**config.mk**
```make
export PLATFORM = sky130hd
export DESIGN_NAME = offset_finder
export DESIGN_NICKNAME = d
export VERILOG_FILES = /design/src/rtl/offset_finder.sv
export SDC_FILE = /design/constraint.sdc
export NUM_CORES = 1
export LEC_CHECK = 0
export ABC_AREA = 1
export CAP_MARGIN = 20
export CORE_ASPECT_RATIO = 0.8
export CORE_MARGIN = 2
export CORE_UTILIZATION = 45
export DETAILED_ROUTE_END_ITERATION = 8
export PLACE_DENSITY = 0.74
export SETUP_SLACK_MARGIN = 0.02
export SYNTH_ARGS = -nofsm -noshare
export SYNTH_HDL_FRONTEND = slang
export SYNTH_SLANG_ARGS = --single-unit
```
**constraint.sdc**
```tcl
create_clock -name clk_96MHz -period 4.9 [get_ports clk_96MHz]
set_input_delay 0.49 -clock clk_96MHz [delete_from_list [all_inputs] [get_ports clk_96MHz]]
set_output_delay 0.49 -clock clk_96MHz [all_outputs]
set_load 0.02 [all_outputs]
```
**src/rtl/offset_finder.sv**
```systemverilog
// rtl/offset_finder.sv - brute-force offset search of a Fibonacci LFSR state
//
// Purpose: steps a WIDTH-bit Fibonacci LFSR from SEED, one step per clock,
// until its state equals the latched data word. The number of steps taken
// is reported as the offset. If every non-zero state has been visited
// without a match, the all-ones offset is reported instead.
//
// Ports:
//   clk_96MHz   in   system clock, rising edge
//   reset_n     in   asynchronous active-low reset
//   polynomial  in   WIDTH-bit feedback tap mask (bit i set = state bit i is a tap)
//   data        in   WIDTH-bit LFSR state to locate
//   enable      in   level; high requests/holds a search, low aborts or clears
//   offset      out  steps from SEED to data, all-ones when not found
//   ready       out  high while offset is valid for the current request
module offset_finder #(
  parameter int               WIDTH = 17,
  parameter logic [WIDTH-1:0] SEED  = {{(WIDTH-1){1'b0}}, 1'b1}
) (
  input  logic             clk_96MHz,
  input  logic             reset_n,
  input  logic [WIDTH-1:0] polynomial,
  input  logic [WIDTH-1:0] data,
  input  logic             enable,
  output logic [WIDTH-1:0] offset,
  output logic             ready
);

  // 2^WIDTH - 2: the count at which all 2^WIDTH - 1 non-zero states have been compared
  localparam logic [WIDTH-1:0] COUNT_LIMIT = {{(WIDTH-1){1'b1}}, 1'b0};
  localparam logic [WIDTH-1:0] NOT_FOUND   = '1;

  typedef enum logic [1:0] {
    IDLE   = 2'd0,
    SEARCH = 2'd1,
    DONE   = 2'd2
  } fsm_t;

  fsm_t             fsm_q, fsm_d;
  logic [WIDTH-1:0] poly_q, poly_d;
  logic [WIDTH-1:0] data_q, data_d;
  logic [WIDTH-1:0] lfsr_q, lfsr_d;
  logic [WIDTH-1:0] count_q, count_d;
  logic [WIDTH-1:0] offset_q, offset_d;
  logic             ready_q, ready_d;

  logic             fb;
  logic [WIDTH-1:0] lfsr_next;
  logic             hit;
  logic             exhausted;

  assign fb        = ^(lfsr_q & poly_q);
  assign lfsr_next = {lfsr_q[WIDTH-2:0], fb};
  assign hit       = (lfsr_q == data_q);
  assign exhausted = (count_q == COUNT_LIMIT);

  // State register
  always_ff @(posedge clk_96MHz or negedge reset_n) begin
    if (!reset_n) begin
      fsm_q    <= IDLE;
      poly_q   <= '0;
      data_q   <= '0;
      lfsr_q   <= '0;
      count_q  <= '0;
      offset_q <= '0;
      ready_q  <= 1'b0;
    end else begin
      fsm_q    <= fsm_d;
      poly_q   <= poly_d;
      data_q   <= data_d;
      lfsr_q   <= lfsr_d;
      count_q  <= count_d;
      offset_q <= offset_d;
      ready_q  <= ready_d;
    end
  end

  // Next-state logic
  always_comb begin
    fsm_d = fsm_q;
    case (fsm_q)
      IDLE: begin
        if (enable) fsm_d = SEARCH;
      end
      SEARCH: begin
        if (!enable)               fsm_d = IDLE;
        else if (hit || exhausted) fsm_d = DONE;
      end
      DONE: begin
        if (!enable) fsm_d = IDLE;
      end
      default: fsm_d = IDLE;
    endcase
  end

  // Datapath and output logic
  always_comb begin
    poly_d   = poly_q;
    data_d   = data_q;
    lfsr_d   = lfsr_q;
    count_d  = count_q;
    offset_d = offset_q;
    ready_d  = ready_q;
    case (fsm_q)
      IDLE: begin
        ready_d = 1'b0;
        // Inputs are captured only here, so later changes cannot disturb a search
        if (enable) begin
          poly_d  = polynomial;
          data_d  = data;
          lfsr_d  = SEED;
          count_d = '0;
        end
      end
      SEARCH: begin
        if (!enable) begin
          ready_d = 1'b0;
        end else if (hit) begin
          offset_d = count_q;
          ready_d  = 1'b1;
        end else if (exhausted) begin
          offset_d = NOT_FOUND;
          ready_d  = 1'b1;
        end else begin
          lfsr_d  = lfsr_next;
          count_d = count_q + 1'b1;
        end
      end
      DONE: begin
        ready_d = enable;
      end
      default: ready_d = 1'b0;
    endcase
  end

  assign offset = offset_q;
  assign ready  = ready_q;

endmodule

```
**Yosys cells after proc, flatten, opt, wreduce, memory -nomap -nowiden**

Cells that the tools add are included.
Widths: inputs -> output; s select.

- Output and inout bits: 18
- Word-level logic and storage cells: 50
- Register bits after elaboration: 88
- Input port bits: 37

- Muxes and demuxes: 21
- Reduce and logical (&&, ||, !) cells: 9
- $add $sub $neg: 1
- Bitwise logic cells: 1
- Equal/unequal tests: 11

Operators with widths:

| cell | number |
|---|---|
| $mux 17 | 10 |
| $pmux 17 s2 | 2 |
| $add 17x1->17 const B | 1 |
| $and 17x17->17 | 1 |
| $eq 17x17->1 | 1 |
| $eq 17x17->1 const B | 1 |
| $reduce_xor 17->1 | 1 |
| $ne 2x2->1 const B | 5 |
| $mux 2 | 4 |
| $pmux 2 s3 | 1 |
| $reduce_and 3->1 | 2 |
| $reduce_and 5->1 | 1 |
| $ne 4x4->1 const B | 1 |
| $reduce_bool 2->1 | 2 |
| $mux 1 | 3 |
| $ne 3x3->1 const B | 1 |
| $eq 2x1->1 const B | 1 |
| $eq 2x2->1 const B | 1 |
| $logic_not 2->1 | 1 |
| $pmux 1 s2 | 1 |
| $reduce_and 2->1 | 1 |
| $logic_or 1x1->1 | 1 |

**Logic depth before layout (Yosys ltp)**

Gate-level depths: netlist of run 1.

- Depth after elaboration: 6
- Mapped depth: 14

**Worst setup path after synthesis of run 1**

No wires, ideal clock.

- Kind: register to register
- Start: register fsm_q[1]
- End: register count_q[1]
- Stages on the path, launching flop included: 10
- Path slack: 3283 ps
- Setup time: 125 ps
- Period minus slack after synthesis: 1617 ps
- Data required time: 4775 ps
- Arrival: 1492 ps
- Path through: dfrtp_1 > inv_1 > ha_1 > buf_2 > nand2_1 > inv_2 > nand3_4 > nand2_4 > buf_6 > o22ai_2

- Word-level cells in the longest chain between the ends: 3
- Elaborated cells on any way between the ends: 9
- Those cells by class: eq/ne (5); mux (1); reduce/logical (3)

RTL lines:

| what | RTL line | source |
|---|---|---|
| start, declared | 39 | `fsm_t fsm_q, fsm_d;` |
| start signal, assigned | 68 | `fsm_q <= fsm_d;` |
| $eq 2x1->1 or $logic_not 2->1 (tied branches) | 104 | `case (fsm_q)` |
| $ne 2x2->1 (no line) or $reduce_bool 2->1 (tied branches) | - |  |
| $reduce_and 5->1 (no line) | - |  |
| end signal, assigned | 72 | `count_q <= count_d;` |
| end, declared | 43 | `logic [WIDTH-1:0] count_q, count_d;` |

Several ways; a longest one is shown, not always the timed one.
A chain may end at the register's enable or synchronous reset.

**Worst setup path in the final report of run 1**

- Start: register fsm_q[1]
- End: register count_q[4]

The elaborated chain is that of the path after synthesis.

==> out/results.ini, run 1 <==
[status]
status=complete, no violations

[synthesis]
yosysUniqueCellTypes=29
syn_nets=608
avgSynthCellArea_um2=8.26
yosysSeqAreaShare=0.471
ys_ff_latch=88
yosys_warnings=0
syn_area_mm2=0.00467
syn_inst=566

[finish]
layout.nets=658
final_util=0.550
n_antenna_cell=0
multi_input_area_mm2=0.00213
layout.cells.non_filler=761
register_area_mm2=0.00220
fillCellCount=930
drive_gt1_frac=0.127
layout_commonest_cell=nand2_1
final_cell_area_mm2=0.00561
area_growth_pct=20.0
layout_common_cells=nand2_1 (211), dfrtp_1 (88), clkdlybuf4s50_1 (53)

[critical_path]
endpoint_kind=flip-flop
path_class=reg2reg
start_kind=flip-flop
crit_arrival_ps=3250
crit_chain=inv_1 -> ha_1 -> nand2_1 -> inv_2 -> nand3_4 -> nand2_4 -> inv_1 -> nand2_1 -> o21ai_0
cp_slowest_cell=nand2_4
slowest_delay_ps=690
cp_max_fo=46
critPathRequiredTime_ps=5110

[route]
drc=0
met1Wirelength_mm=5.35
met3_length_um=502
finalWirelength_mm=10.8
viasPerCell=5.03
ant_nets=0
first_pass_iters=5
drt_iter0_drc=250
wl_met2_mm=4.82
post_drt_wl_per_cell_um=14.1
vias=3826
highest_layer=met4

[clock_network]
cts_buffers=9
htree_levels=3
hold_buffers=0
cts_resized=0
cts.sinks=88
clockBufferDepth=2
cts.reportedPaths.clkPinSlew_ps=70
cts_tree=built
postCtsSetupBuffers=0
clockRootBuffer=clkbuf_16
clk_latency_ps=340

[sta]
holdWs_ps=104
worstMarginPinSlew_ps=930
skew_ps=9.78
setup_slack_ps=1860
finalCritPeriodShare=0.621
slew_violations=0
fmax_ghz=0.329
hold_viol=0
setup_violations=0
period_minus_slack_ps=3040
tns_ps=0
rsz0062_at_grt=no
relSlewSlack=0.378

[worst_hold_path]
min_path_type=in2async

[place]
placed_cell_area_mm2=0.00529
dpl.hpwl_mm=7.51
dp_worst_setup_slack_ps=1740
gp_congestion=0.926
dp.cells=745
port_buffers=54

[die]
die_x_um=118
initial_core_util=0.458
io_pins=55
rows=33
core_mm2=0.0102
die_y_um=95.2
die_area_mm2=0.0112

[global_routing]
antenna_found_initial=0
grt_pass1_vias=3723
track_usage=0.204
grt_pass1_wl_mm=18.1
overflow=0
grt_start_max_net_pins=52

[power_and_ir_drop]
p_per_area_mw_per_mm2=478
p_leak_nw=2.69
power_mw=2.68
vdd_drop_max_mv=0.244

[run]
maxCapViolations=0

[worst max-delay path: cells and delay by family (launching register included)]
| family | cells | cell delay, ps |
|---|---|---|
| buffers and inverters | 3 | 650 |
| DFF | 1 | 400 |
| adders and majority gates | 1 | 360 |
| AOI/OAI and AO/OA | 1 | 80 |
| and+or+nand+nor | 4 | 1410 |
[kinds of logic after synthesis]
group	share of synthesized area
AO/OA/AOI/OAI	0.120
flip-flops	0.471
adder cells (fa/ha/maj)	0.0134
XOR/XNOR	0.0562
AND/OR/NAND/NOR	0.266
buffers and inverters	0.0736
[area by class of cell]
cell class	instances	share of cell area
multi-input combinational	400	0.379
timing repair buffer	56	0.0986
sequential	88	0.393
inverter	61	0.0408
clock inverter	5	0.0143
clock buffer	11	0.0433
tap	140	0.0312
[cells in the mapped netlist]
| master | number | area share |
|---|---|---|
| a21oi_1 | 34 | 0.036 |
| buf_2 | 2 | 0.0021 |
| buf_4 | 1 | 0.0016 |
| buf_6 | 6 | 0.014 |
| clkbuf_1 | 8 | 0.0064 |
| clkinv_1 | 1 | 0.00080 |
| dfrtp_1 | 88 | 0.47 |
| ha_1 | 5 | 0.013 |
| inv_1 | 52 | 0.042 |
| inv_2 | 8 | 0.0064 |
| nand2_1 | 211 | 0.17 |
| nand2_2 | 11 | 0.015 |
| nand2_4 | 2 | 0.0048 |
| nand3_1 | 20 | 0.021 |
| nand3_4 | 2 | 0.0075 |
| nand3b_4 | 1 | 0.0043 |
| nand4_1 | 3 | 0.0040 |
| nor2_1 | 24 | 0.019 |
| nor2_2 | 3 | 0.0040 |
| nor2_4 | 1 | 0.0024 |
| nor3_1 | 8 | 0.0086 |
| nor3_2 | 1 | 0.0021 |
| nor3b_1 | 1 | 0.0016 |
| nor4_1 | 1 | 0.0013 |
| o21ai_0 | 10 | 0.011 |
| o21ai_2 | 16 | 0.030 |
| o22ai_2 | 16 | 0.043 |
| xnor2_1 | 13 | 0.024 |
| xor2_1 | 17 | 0.032 |
[routing by layer]
metal	global-route usage	up-vias
met5	0	-
met2	0.323	95
met4	0.0482	0
met3	0.0467	12
met1	0.286	1838
li1	-	1881
[power by group]
| part | switching (mW) | leakage, nW | total, mW | internal (mW) |
|---|---|---|---|---|
| combinational | 0.576 | 1.37 | 0.885 | 0.309 |
| sequential | 0.141 | 1.16 | 1.06 | 0.914 |
| clock | 0.282 | 0.152 | 0.742 | 0.460 |
[path summary, 6_finish.rpt]
check	slack, ps	startpoint	depth (start not counted)	to
min in group clk_96MHz	480	poly_q[9]	2	poly_q[9]
worst max register to register	1860	fsm_q[1]	9	count_q[4]
worst min-delay path	100	reset_n	1	poly_q[10]
max in group asynchronous	3780	reset_n	2	lfsr_q[12]
worst min register to register	480	poly_q[9]	2	poly_q[9]
worst max-delay path	1860	fsm_q[1]	9	count_q[4]
[registers in the layout, indices dropped and copies added (netlist names)]
signal   flops
count_q     17
data_q      17
fsm_q        2
lfsr_q      17
offset      17
poly_q      17
ready        1
No activity file was read; power rests on OpenSTA's default activity.
==> run 2: changes to the inputs <==
--- a/config.mk
+++ b/config.mk
@@ -11,7 +11,7 @@
 export CORE_MARGIN = 2
 export CORE_UTILIZATION = 45
 export DETAILED_ROUTE_END_ITERATION = 8
-export PLACE_DENSITY = 0.74
+export PLACE_DENSITY = 0.77
 export SETUP_SLACK_MARGIN = 0.02
 export SYNTH_ARGS = -nofsm -noshare
 export SYNTH_HDL_FRONTEND = slang
==> constraint.sdc (replaced) <==
create_clock -name clk_96MHz -period 2.5 [get_ports clk_96MHz]
set_input_delay 0.25 -clock clk_96MHz [delete_from_list [all_inputs] [get_ports clk_96MHz]]
set_output_delay 0.25 -clock clk_96MHz [all_outputs]
set_load 0.02 [all_outputs]
==> run 2 against run 1 <==
Sequential power is 95% higher; clock-buffer cell count is 1 higher; first-iteration DRC count is 30% lower; final cell count is 0.66% higher.
==> out/results.ini, run 2 (synthesis results as in run 1) <==
[status]
status=complete, no violations

[finish]
drive_gt1_frac=0.131  ; +0.00378
area_growth_pct=21.9
layout_common_cells=nand2_1 (211), dfrtp_1 (88), clkdlybuf4s50_1 (53)
multi_input_area_mm2=0.00213  ; unchanged
fillCellCount=892  ; -4.1%
n_antenna_cell=0  ; unchanged
layout.nets=664  ; +0.91%
layout_commonest_cell=nand2_1
final_util=0.558  ; +0.00847
register_area_mm2=0.00220  ; unchanged

[sta]
period_minus_slack_ps=2070  ; -969 ps
worstMarginPinSlew_ps=534  ; -396 ps
finalCritPeriodShare=0.830  ; +0.209
relSlewSlack=0.644  ; +0.265
rsz0062_at_grt=no
tns_ps=0  ; unchanged
setup_slack_ps=425  ; -1430 ps
hold_viol=0  ; unchanged
skew_ps=5.42  ; -4.36 ps
setup_violations=0  ; unchanged
fmax_ghz=0.482  ; +47%
slew_violations=0  ; unchanged
holdWs_ps=445  ; +341 ps

[route]
post_drt_wl_per_cell_um=14.5  ; +2.9%
ant_nets=0  ; unchanged
first_pass_iters=4  ; -1
finalWirelength_mm=11.1  ; +3.6%
viasPerCell=5.09  ; +1.2%
vias=3899  ; +1.9%
drc=0  ; unchanged
drt_iter0_drc=175  ; -30%

[power_and_ir_drop]
power_mw=5.42  ; +100%
p_per_area_mw_per_mm2=952  ; +99%
p_leak_nw=2.73  ; +1.8%
vdd_drop_max_mv=0.471  ; +93%

[place]
dp_worst_setup_slack_ps=441  ; -1300 ps
port_buffers=54  ; unchanged
gp_congestion=0.971  ; +4.9%
dpl.hpwl_mm=7.82  ; +4.2%

[clock_network]
cts_resized=0  ; unchanged
cts.sinks=88  ; unchanged
clockRootBuffer=clkbuf_16
clk_latency_ps=330  ; about the same
cts_tree=built
clockBufferDepth=2  ; unchanged
cts.reportedPaths.clkPinSlew_ps=60  ; about the same
cts_buffers=9  ; unchanged
htree_levels=3  ; unchanged

[worst_hold_path]
worstHoldEndpoint=poly_q[5]
min_path_cells=3
hold_path.startpoint=polynomial[5]
min_path_type=in2reg

[critical_path]
cp_slowest_cell=dfrtp_1
reg2reg_from=fsm_q[1]
critPathRequiredTime_ps=2760  ; -2350 ps
path_class=reg2reg
crit_arrival_ps=2340  ; -910 ps
worst-path-buf-inv=3  ; unchanged
cp_max_fo=26  ; -43%
ff2ff_path_depth=8  ; -1
slowest_delay_ps=380  ; -310 ps
path_delay_family=buffers and inverters
reg2reg_slack_ps=430  ; -1430 ps
endpoint_kind=flip-flop
r2r-end=count_q[11]
start_kind=flip-flop
crit_chain=inv_1 -> ha_1 -> inv_1 -> nand2_1 -> nand2_4 -> buf_4 -> nand2_2 -> o21ai_2
cp_common_cell=inv_1

[global_routing]
use_met1=0.290  ; +0.00371
grt_pass1_vias=3883  ; +4.3%
use_met3=0.0413  ; -0.00538
overflow=0  ; unchanged
grt-busiest-layer=met2
met2_usage=0.338  ; +0.0150
grt_start_max_net_pins=49  ; -5.8%
track_usage=0.212  ; +0.00797
antenna_found_initial=0  ; unchanged
grt_pass1_wl_mm=18.8  ; +4.2%

[run]
maxCapViolations=0  ; unchanged

[die]
initial_core_util=0.458  ; unchanged
die_x_um=118  ; unchanged
rows=33  ; unchanged
core_mm2=0.0102  ; unchanged
io_pins=55  ; unchanged
die_area_mm2=0.0112  ; unchanged
die_y_um=95.2  ; unchanged

## run 2: changes by cell type in the layout (fill, tap and decap cells not counted), sizes merged
cell         before  now
bufinv            2    3
buf               3    8
clkinvlp          2    0
dlygate4sd3       0    1
clkinv            2    1
clkbuf           11   12
## run 2: worst max-delay path by stage
stage | cells after the start | endpoint | slack, ps | start
3_3_place_gp | 11 | lfsr_q[0] | 570 | count_q[0]
3_5_place_dp | 8 | count_q[4] | 440 | fsm_q[1]
4_1_cts | 8 | count_q[10] | 430 | fsm_q[1]
5_1_grt | 9 | count_q[10] | 240 | fsm_q[1]
2_1_floorplan | 9 | count_q[1] | 880 | fsm_q[1]
6_report | 8 | count_q[11] | 430 | fsm_q[1]
## run 2: worst min-delay path: stages
cell and delay, ps:
clkdlybuf4s50_1 390, nand2_1 60, nand2_1 40
## run 2: metal layers
metal / share of wire / vias up / wire (um)
li1: - / 1895 / -
met4: 0.019 / 0 / 216
met2: 0.45 / 105 / 4980
met3: 0.045 / 19 / 502
met5: 0 / - / 0
met1: 0.49 / 1880 / 5440
## run 2: cell type report
class	instances	area share
Multi-Input combinational cell	400	0.373
Tap cell	140	0.0308
Inverter	61	0.0402
Timing Repair Buffer	62	0.110
Clock inverter	3	0.0158
Sequential cell	88	0.387
Clock buffer	12	0.0433
## run 2: power by group
part | leakage, nW | switching, mW | internal [mW] | total, mW
clock | 0.163 | 0.532 | 0.999 | 1.53
combinational | 1.41 | 1.15 | 0.664 | 1.81
sequential | 1.16 | 0.282 | 1.79 | 2.07
total | 2.73 | 1.97 | 3.46 | 5.42
## run 2: timing repair
action / CTS / global route
endpoints found under the hold margin: 40 / 0
buffers inserted: 0 / 0
hold buffers: 1 / 0
## run 2: metrics by stage
stage          instance area, um^2  cells
4_1_cts                       5700    766
6_report                      5700    766
3_5_place_dp                  5350    750
2_1_floorplan                 4670    566
5_1_grt                       5700    766
3_3_place_gp                  5350    750
==> run 3: changes to the inputs <==
--- a/config.mk
+++ b/config.mk
@@ -11,7 +11,7 @@
 export CORE_MARGIN = 2
 export CORE_UTILIZATION = 45
 export DETAILED_ROUTE_END_ITERATION = 8
-export PLACE_DENSITY = 0.77
+export PLACE_DENSITY = 0.74
 export SETUP_SLACK_MARGIN = 0.02
 export SYNTH_ARGS = -nofsm -noshare
 export SYNTH_HDL_FRONTEND = slang
==> constraint.sdc (replaced) <==
create_clock -name clk_96MHz -period 2.2 [get_ports clk_96MHz]
set_input_delay 0.22 -clock clk_96MHz [delete_from_list [all_inputs] [get_ports clk_96MHz]]
set_output_delay 0.22 -clock clk_96MHz [all_outputs]
set_load 0.02 [all_outputs]
==> run 3 against run 2 <==
Non-clock buffer count grew 6; power grew 10%; worst setup slack lost 120 ps; utilization is essentially flat; largest power group unchanged; highest routed layer unchanged.
==> out/results.ini, run 3 (synthesis results as in run 1) <==
[finish]
area_growth_pct=22.0  ; about the same
final_util=0.559  ; about the same
n_antenna_cell=0  ; unchanged
layout_commonest_cell=nand2_1
layout_common_cells=nand2_1 (211), dfrtp_1 (88), clkdlybuf4s50_1 (53)
drive_gt1_frac=0.137  ; +0.00645
layout.nets=670  ; +0.90%
fillCellCount=932  ; +4.5%

[critical_path]
reg2reg_from=count_q[0]
crit_arrival_ps=2120  ; -220 ps
reg2reg_slack_ps=310  ; -120 ps
setup.worst_path.start=count_q[0]
critPathRequiredTime_ps=2430  ; -330 ps
ff2ff_path_depth=10  ; +2
cp_slowest_cell=dfrtp_1
crit_chain=inv_1 -> ha_1 -> nand3_1 -> nor3_2 -> nand3b_4 -> nand3_4 -> nand2_4 -> buf_12 -> nand2_2 -> o21ai_2
endpoint_kind=flip-flop
cp_max_fo=19  ; -27%
endpoint=count_q[7]
path_class=reg2reg
r2r-end=count_q[7]
start_kind=flip-flop
slowest_delay_ps=420  ; +40 ps

[clock_network]
clk_latency_ps=350  ; +20 ps
cts_buffers=9  ; unchanged
cts_tree=built
postCtsSetupBuffers=0  ; unchanged
clockRootBuffer=clkbuf_16
htree_levels=3  ; unchanged
cts.sinks=88  ; unchanged
clockBufferDepth=2  ; unchanged
cts.reportedPaths.clkPinSlew_ps=60  ; about the same

[route]
post_drt_wl_per_cell_um=14.1  ; -2.9%
ant_nets=0  ; unchanged
finalWirelength_mm=10.9  ; -2.0%
drc=0  ; unchanged
viasPerCell=4.95  ; -2.8%
drt_iter0_drc=183  ; +4.6%
vias=3823  ; -1.9%
first_pass_iters=4  ; unchanged

[sta]
fmax_ghz=0.529  ; +9.8%
tns_ps=0  ; unchanged
setup_violations=0  ; unchanged
skew_ps=9.98  ; +4.56 ps
hold_viol=0  ; unchanged
rsz0062_at_grt=no
finalCritPeriodShare=0.859  ; +0.0293
slew_violations=0  ; unchanged
worstMarginPinSlew_ps=538  ; +3.41 ps
relSlewSlack=0.641  ; -0.00228
period_minus_slack_ps=1890  ; -184 ps

[global_routing]
antenna_found_initial=0  ; unchanged
grt-busiest-layer=met2
use_met3=0.0550  ; +0.0138
use_met1=0.295  ; +0.00483
grt_pass1_vias=3790  ; -2.4%
track_usage=0.205  ; -0.00616
met2_usage=0.309  ; -0.0296
grt_pass1_wl_mm=18.4  ; -2.3%
overflow=0  ; unchanged
grt_start_max_net_pins=42  ; -14%

[die]
core_mm2=0.0102  ; unchanged
die_area_mm2=0.0112  ; unchanged
die_y_um=95.2  ; unchanged
rows=33  ; unchanged
die_x_um=118  ; unchanged
io_pins=55  ; unchanged
initial_core_util=0.458  ; unchanged

[status]
status=complete, no violations

[place]
port_buffers=54  ; unchanged
dpl.hpwl_mm=7.85  ; +0.34%
gp_congestion=0.913  ; -5.9%

[power_and_ir_drop]
p_leak_nw=2.74  ; +0.11%
p_per_area_mw_per_mm2=1050  ; +10%
vdd_drop_max_mv=0.447  ; -5.1%
power_mw=5.99  ; +10%

[run]
maxCapViolations=0  ; unchanged

[worst_hold_path]
min_path_type=in2async

[run 3: power breakdown]
group / total (mW) / switching, mW / internal, mW
clock network: 1.50 / 0.617 / 0.880
logic: 2.14 / 1.31 / 0.825
registers: 2.35 / 0.317 / 2.04
total: 5.99 / 2.24 / 3.74
[run 3: final cells by class]
class	count	area, um^2	share of cell area
inverters	61	229	0.0402
multi-input cells	400	2130	0.373
clock inverters	3	42.5	0.00746
well taps	140	175	0.0307
flip-flops and latches	88	2200	0.386
repair buffers	68	683	0.120
clock buffers	13	240	0.0422
[run 3: stage by stage]
stage          hold slack [ps]  setup WS, ps  instances  cell area [um^2]
2_1_floorplan            -75.6           583        566              4670
3_3_place_gp               233           418        756              5410
3_5_place_dp               244           340        756              5410
4_1_cts                    402           325        773              5700
5_1_grt                    405           210        773              5700
6_report                   396           310        773              5700
[run 3: how the worst min path moves through the flow]
| stage | from | endpoint | slack (ps) | cells after the start |
|---|---|---|---|---|
| after CTS | polynomial[12] | poly_q[12] | 400 | 3 |
| after detailed placement | reset_n | poly_q[10] | 240 | 1 |
| after floorplan | reset_n | count_q[0] | -80 | 0 |
| after global routing | polynomial[8] | poly_q[8] | 410 | 3 |
| after global placement | reset_n | poly_q[10] | 230 | 1 |
| final | reset_n | poly_q[10] | 400 | 2 |
[run 3: routing by layer]
metal | wire length [um] | vias to the layer above | share of wire
li1 | - | 1907 | -
met1 | 5580 | 1827 | 0.51
met2 | 4700 | 78 | 0.43
met3 | 478 | 11 | 0.044
met4 | 159 | 0 | 0.015
met5 | 0 | - | 0
[run 3: what timing repair did]
action                                 CTS  global route
endpoints found under the hold margin   38             0
hold buffers                             1             0
resized for setup                        0             0
[run 3: worst max-delay path, delay by kind of cell (launching register included)]
| kind | cells | cell delay, ps |
|---|---|---|
| AND/OR/NAND/NOR | 6 | 780 |
| AO/OA/AOI/OAI | 1 | 50 |
| adder cells (fa/ha/maj) | 1 | 160 |
| buffers and inverters | 2 | 370 |
| flip-flops | 1 | 420 |
